==> src/rtl/bufgce_ce_ctrl.sv <==
// bufgce_ce_ctrl: sequences the CE pin of a BUFGCE (CE_TYPE "SYNC") so the
// gated clock turns on/off with minimum dwell times and a settle interval,
// and returns a four-phase acknowledge once the gated clock has really
// started or stopped.
// Optional macro BUFGCE_CE_CTRL_CNT_EN adds a saturating ON-cycle counter
// (CNT_CLR input, ON_CYCLES output).
module bufgce_ce_ctrl #(
  parameter int   INIT_ON        = 1,
  parameter logic IS_CE_INVERTED = 1'b0,
  parameter int   MIN_ON_CYCLES  = 4,
  parameter int   MIN_OFF_CYCLES = 4,
  parameter int   SETTLE_CYCLES  = 2,
  parameter int   CNT_W          = 32
) (
  input  logic             CLK,
  input  logic             RST_N,
  input  logic             EN_REQ,
`ifdef BUFGCE_CE_CTRL_CNT_EN
  input  logic             CNT_CLR,
  output logic [CNT_W-1:0] ON_CYCLES,
`endif
  output logic             EN_ACK,
  output logic             BUSY,
  output logic             CE
);

  // Dwell counter only needs to reach the largest threshold, then saturates.
  localparam int DWELL_MAX_A = (MIN_ON_CYCLES > MIN_OFF_CYCLES) ? MIN_ON_CYCLES : MIN_OFF_CYCLES;
  localparam int DWELL_MAX   = (DWELL_MAX_A > SETTLE_CYCLES) ? DWELL_MAX_A : SETTLE_CYCLES;
  localparam int DW          = (DWELL_MAX < 1) ? 1 : $clog2(DWELL_MAX + 1);

  localparam logic [DW-1:0] DWELL_SAT  = DW'(DWELL_MAX);
  localparam logic [DW-1:0] ON_LAST    = DW'(MIN_ON_CYCLES - 1);
  localparam logic [DW-1:0] OFF_LAST   = DW'(MIN_OFF_CYCLES - 1);
  localparam logic [DW-1:0] SETTLE_END = DW'(SETTLE_CYCLES - 1);
  localparam logic          INIT_BIT   = (INIT_ON != 0);

  typedef enum logic [1:0] {
    ST_OFF      = 2'd0,
    ST_TURN_ON  = 2'd1,
    ST_ON       = 2'd2,
    ST_TURN_OFF = 2'd3
  } state_t;

  // Bad parameterisation is caught at elaboration rather than in silicon.
  generate
    if (MIN_ON_CYCLES < 1) begin : g_bad_min_on
      $error("bufgce_ce_ctrl: MIN_ON_CYCLES must be >= 1");
    end
    if (MIN_OFF_CYCLES < 1) begin : g_bad_min_off
      $error("bufgce_ce_ctrl: MIN_OFF_CYCLES must be >= 1");
    end
    if (SETTLE_CYCLES < 1) begin : g_bad_settle
      $error("bufgce_ce_ctrl: SETTLE_CYCLES must be >= 1");
    end
    if (CNT_W < 1) begin : g_bad_cnt_w
      $error("bufgce_ce_ctrl: CNT_W must be >= 1");
    end
  endgenerate

  state_t        r_state;
  logic [DW-1:0] r_dwell;
  logic          r_ce_int;
  logic          r_ack;
  logic          r_busy;

  // Sequencer: EN_REQ is only looked at in stable states once their dwell is met;
  // transitions always run to completion, and every state entry clears dwell.
  always_ff @(posedge CLK) begin
    if (!RST_N) begin
      r_state  <= INIT_BIT ? ST_ON : ST_OFF;
      r_ce_int <= INIT_BIT;
      r_ack    <= INIT_BIT;
      r_busy   <= 1'b0;
      r_dwell  <= '0;
    end else begin
      r_dwell <= (r_dwell == DWELL_SAT) ? r_dwell : r_dwell + 1'b1;
      case (r_state)
        ST_OFF: begin
          if (EN_REQ && (r_dwell >= OFF_LAST)) begin
            r_state  <= ST_TURN_ON;
            r_ce_int <= 1'b1;
            r_busy   <= 1'b1;
            r_dwell  <= '0;
          end
        end
        ST_TURN_ON: begin
          if (r_dwell == SETTLE_END) begin
            r_state <= ST_ON;
            r_ack   <= 1'b1;
            r_busy  <= 1'b0;
            r_dwell <= '0;
          end
        end
        ST_ON: begin
          if (!EN_REQ && (r_dwell >= ON_LAST)) begin
            r_state  <= ST_TURN_OFF;
            r_ce_int <= 1'b0;
            r_busy   <= 1'b1;
            r_dwell  <= '0;
          end
        end
        ST_TURN_OFF: begin
          if (r_dwell == SETTLE_END) begin
            r_state <= ST_OFF;
            r_ack   <= 1'b0;
            r_busy  <= 1'b0;
            r_dwell <= '0;
          end
        end
        default: begin
          r_state  <= ST_OFF;
          r_ce_int <= 1'b0;
          r_ack    <= 1'b0;
          r_busy   <= 1'b0;
          r_dwell  <= '0;
        end
      endcase
    end
  end

  // CE is pre-inverted to cancel the primitive's own CE inversion.
  assign CE     = r_ce_int ^ IS_CE_INVERTED;
  assign EN_ACK = r_ack;
  assign BUSY   = r_busy;

`ifdef BUFGCE_CE_CTRL_CNT_EN
  logic [CNT_W-1:0] r_on_cycles;

  // Counts edges spent in ON (not in transitions); clear wins, saturates at all ones.
  always_ff @(posedge CLK) begin
    if (!RST_N) begin
      r_on_cycles <= '0;
    end else if (CNT_CLR) begin
      r_on_cycles <= '0;
    end else if ((r_state == ST_ON) && (r_on_cycles != {CNT_W{1'b1}})) begin
      r_on_cycles <= r_on_cycles + 1'b1;
    end
  end

  assign ON_CYCLES = r_on_cycles;
`endif

endmodule

==> config.mk <==
export PLATFORM = sky130hd
export DESIGN_NAME = bufgce_ce_ctrl
export DESIGN_NICKNAME = d
export VERILOG_FILES = /design/src/rtl/bufgce_ce_ctrl.sv
export SDC_FILE = /design/constraint.sdc
export NUM_CORES = 1
export LEC_CHECK = 0
export ABC_AREA = 1
export CAP_MARGIN = 25
export CORE_MARGIN = 1
export CORE_UTILIZATION = 42
export CTS_CLUSTER_DIAMETER = 200
export CTS_CLUSTER_SIZE = 25
export DETAILED_ROUTE_END_ITERATION = 7
export SLEW_MARGIN = 20
export SYNTH_ARGS = -nofsm -noshare
export SYNTH_HDL_FRONTEND = slang
export SYNTH_SLANG_ARGS = --single-unit
==> constraint.sdc <==
create_clock -name CLK -period 1.9 [get_ports CLK]
set_clock_uncertainty 0.15 [all_clocks]
set_input_delay 0.38 -clock CLK [delete_from_list [all_inputs] [get_ports CLK]]
set_output_delay 0.38 -clock CLK [all_outputs]
set_load 0.005 [all_outputs]
==> results.toml <==
[run_status]
run_status = "finished clean"

[pwr]
pwr-share-seq = 0.270
pwr-share-comb = 0.608
swShare = 0.452
p_per_area_mw_per_mm2 = 1640
power_frac_clock = 0.123
leakage_nw = 0.340
internal_power_mw = 0.592
peakVddDrop_mv = 0.612
p_total_mw = 1.08
p_sw_mw = 0.489

[place]
pre_cts_slack_ps = 248
io_buffers = 5
hpwl_um = 700
gp_congestion = 0.813
placed_cells = 90

[layout]
fin_cells = 93
final_nets = 93
antenna_cells = 0
drive_gt1_frac = 0.177
fillers = 107
layout-area-overhead-vs-synth_pct = 15.8

[flow_run]
maxCapViolCount = 0

[sta]
min_period_ps = 1620
grt_setup_unrepaired = "false"
hold_viol = 0
setup_viol = 0
holdWs_ps = 335
slew_headroom = 0.829
fmax_ghz = 0.616
fin_crit_sh = 0.855
setup_tns_ps = 0
tightest_slew_ps = 256
maxSlewViolCount = 0
fin_ws_ps = 275

[floorplanning]
initial_utilization = 0.480
ios = 6
core_mm2 = 0.00119
fp.dieW_um = 38.8
rows = 12
die_h_um = 38.8
floorplan.die_area_mm2 = 0.00151

[clocking]
cts_htree_levels = 1
cts_buffers = 3
cts_setup_buffers = 0
postCtsHoldBufs = 0
cts_resized = 0
clk_pin_slew_ps = 60
worstSkewPairLatency_ps = 250
cts_num_sinks = 8
clock_path_buffers = 2
cts_tree = "built"
root_buffer = "clkbuf_4"

[setup_path]
worst-path-buf-inv = 1
cp-end-kind = "primary output"
r2r_slack_ps = 320
cp_max_fo = 3
cp.required_ps = 1370
timing_worst_setup_path_type = "reg -> out"
cpPeakStageDelay_ps = 510
cpLargestDelayFamily = "buffers and inverters"
cp-start-kind = "flip-flop"
path_cells = "clkdlybuf4s50_1"
cp.arrival_ps = 1090
cp_slowest_cell = "clkdlybuf4s50_1"

[global_routing]
grt_max_degree = 7
gr-usage-met3 = 0.0347
grt_pass1_wl_um = 1550
grt-ovfl-total = 0
track_usage = 0.151
antenna_found_initial = 0
grt_pass1_vias = 358
busiest_layer = "met1"
met2_usage = 0.192
grt.met1_usage = 0.228

[route]
routed_via_density = 4.55
drc = 0
wl_per_cell_um = 9.63
postRouteAntennaNets = 0
drtPass1Iterations = 2
drtIter0Drc = 9
num_vias = 423
wl_um = 896

[logic_synthesis]
synthesis.area_um2 = 569
synth_warnings = 0
synth_cells = 71
synth_fp_nets = 83
ys_ff_latch = 8
synth_cell_types = 18
synthTopCellsByArea = "dfxtp_1, ha_1, inv_1"
yosysSeqAreaShare = 0.281
yosysTopAreaCell = "dfxtp_1"
yosysTopAreaCellShare = 0.281
postSynthAreaPerCell_um2 = 8.02

[hold_path]
min_path_type = "reg -> reg"
-- final cells by class --
cell class	instances	area, um2	area share
multi-input cells	51	364	0.552
flip-flops and latches	8	160	0.243
repair buffers	5	50.0	0.0759
inverters	12	45.0	0.0683
clock buffers	3	22.5	0.0342
well taps	14	17.5	0.0266
-- power by group through the flow --
stage	logic [mW]	clock network, mW	registers [mW]
CTS	0.663	0.134	0.293
finish	0.656	0.133	0.291
detailed placement	0.660	0	0.295
global route	0.758	0.147	0.301
global placement	0.664	0	0.295
floorplan	0.528	0	0.285
-- state kept, by name, summed over array words and instances, names as in the netlist --
signal	flops
BUSY	1
CE	1
EN_ACK	1
r_dwell	3
r_state	2
-- Yosys cell counts (all sizes together) --
library cell	count
dfxtp	8
xor2	1
nand4	2
nand3b	1
o211ai	1
nand3	6
nand2	18
o21ai	1
ha	9
nor2	10
inv	12
or2	1
o21bai	1
-- through the flow --
stage / cell area (um2) / util
3_5_place_dp: 637 / 0.537
5_1_grt: 659 / 0.556
3_3_place_gp: 637 / 0.537
6_report: 659 / 0.556
4_1_cts: 659 / 0.556
2_1_floorplan: 569 / -
-- per-layer routing --
metal / vias up / share of wire
li1: 241 / -
met1: 175 / 0.59
met2: 7 / 0.39
met3: 0 / 0.023
met4: 0 / 0
met5: - / 0
-- path summary, 6_finish.rpt --
check | to | from | cells after the start
setup / recovery | CE | CE$_SDFFE_PN1P_ | 1
hold / removal | EN_ACK$_SDFFE_PN1P_ | EN_ACK$_SDFFE_PN1P_ | 2
setup reg to reg | BUSY$_SDFFE_PN0P_ | r_dwell[0]$_SDFF_PN0_ | 10
hold reg to reg | EN_ACK$_SDFFE_PN1P_ | EN_ACK$_SDFFE_PN1P_ | 2
-- layout by cell type, fill, tap and decap left out --
cell             instances
o21ai_0                  1
inv_1                   12
or2_4                    1
nand3_1                  4
nand2_4                  4
xor2_1                   1
o211ai_1                 1
nand3_4                  1
nor2_2                   1
o21bai_1                 1
ha_1                     9
nand4_1                  2
clkbuf_4                 3
dfxtp_1                  8
nand2_1                 12
nand2_2                  2
nand3b_2                 1
clkdlybuf4s50_1          5
nand3_2                  1
nor2_1                   9
-- cell families (layout without fill, tap and decap cells) --
family,count (synthesis),in the layout,share of synthesized area
AND/OR/NAND/NOR,38,38,0.391
flip-flops,8,8,0.281
AO/OA/AOI/OAI,3,3,0.0352
adder cells (fa/ha/maj),9,9,0.198
buffers and inverters,12,20,0.0791
XOR/XNOR,1,1,0.0154
Power figures use the tool's default switching activity.
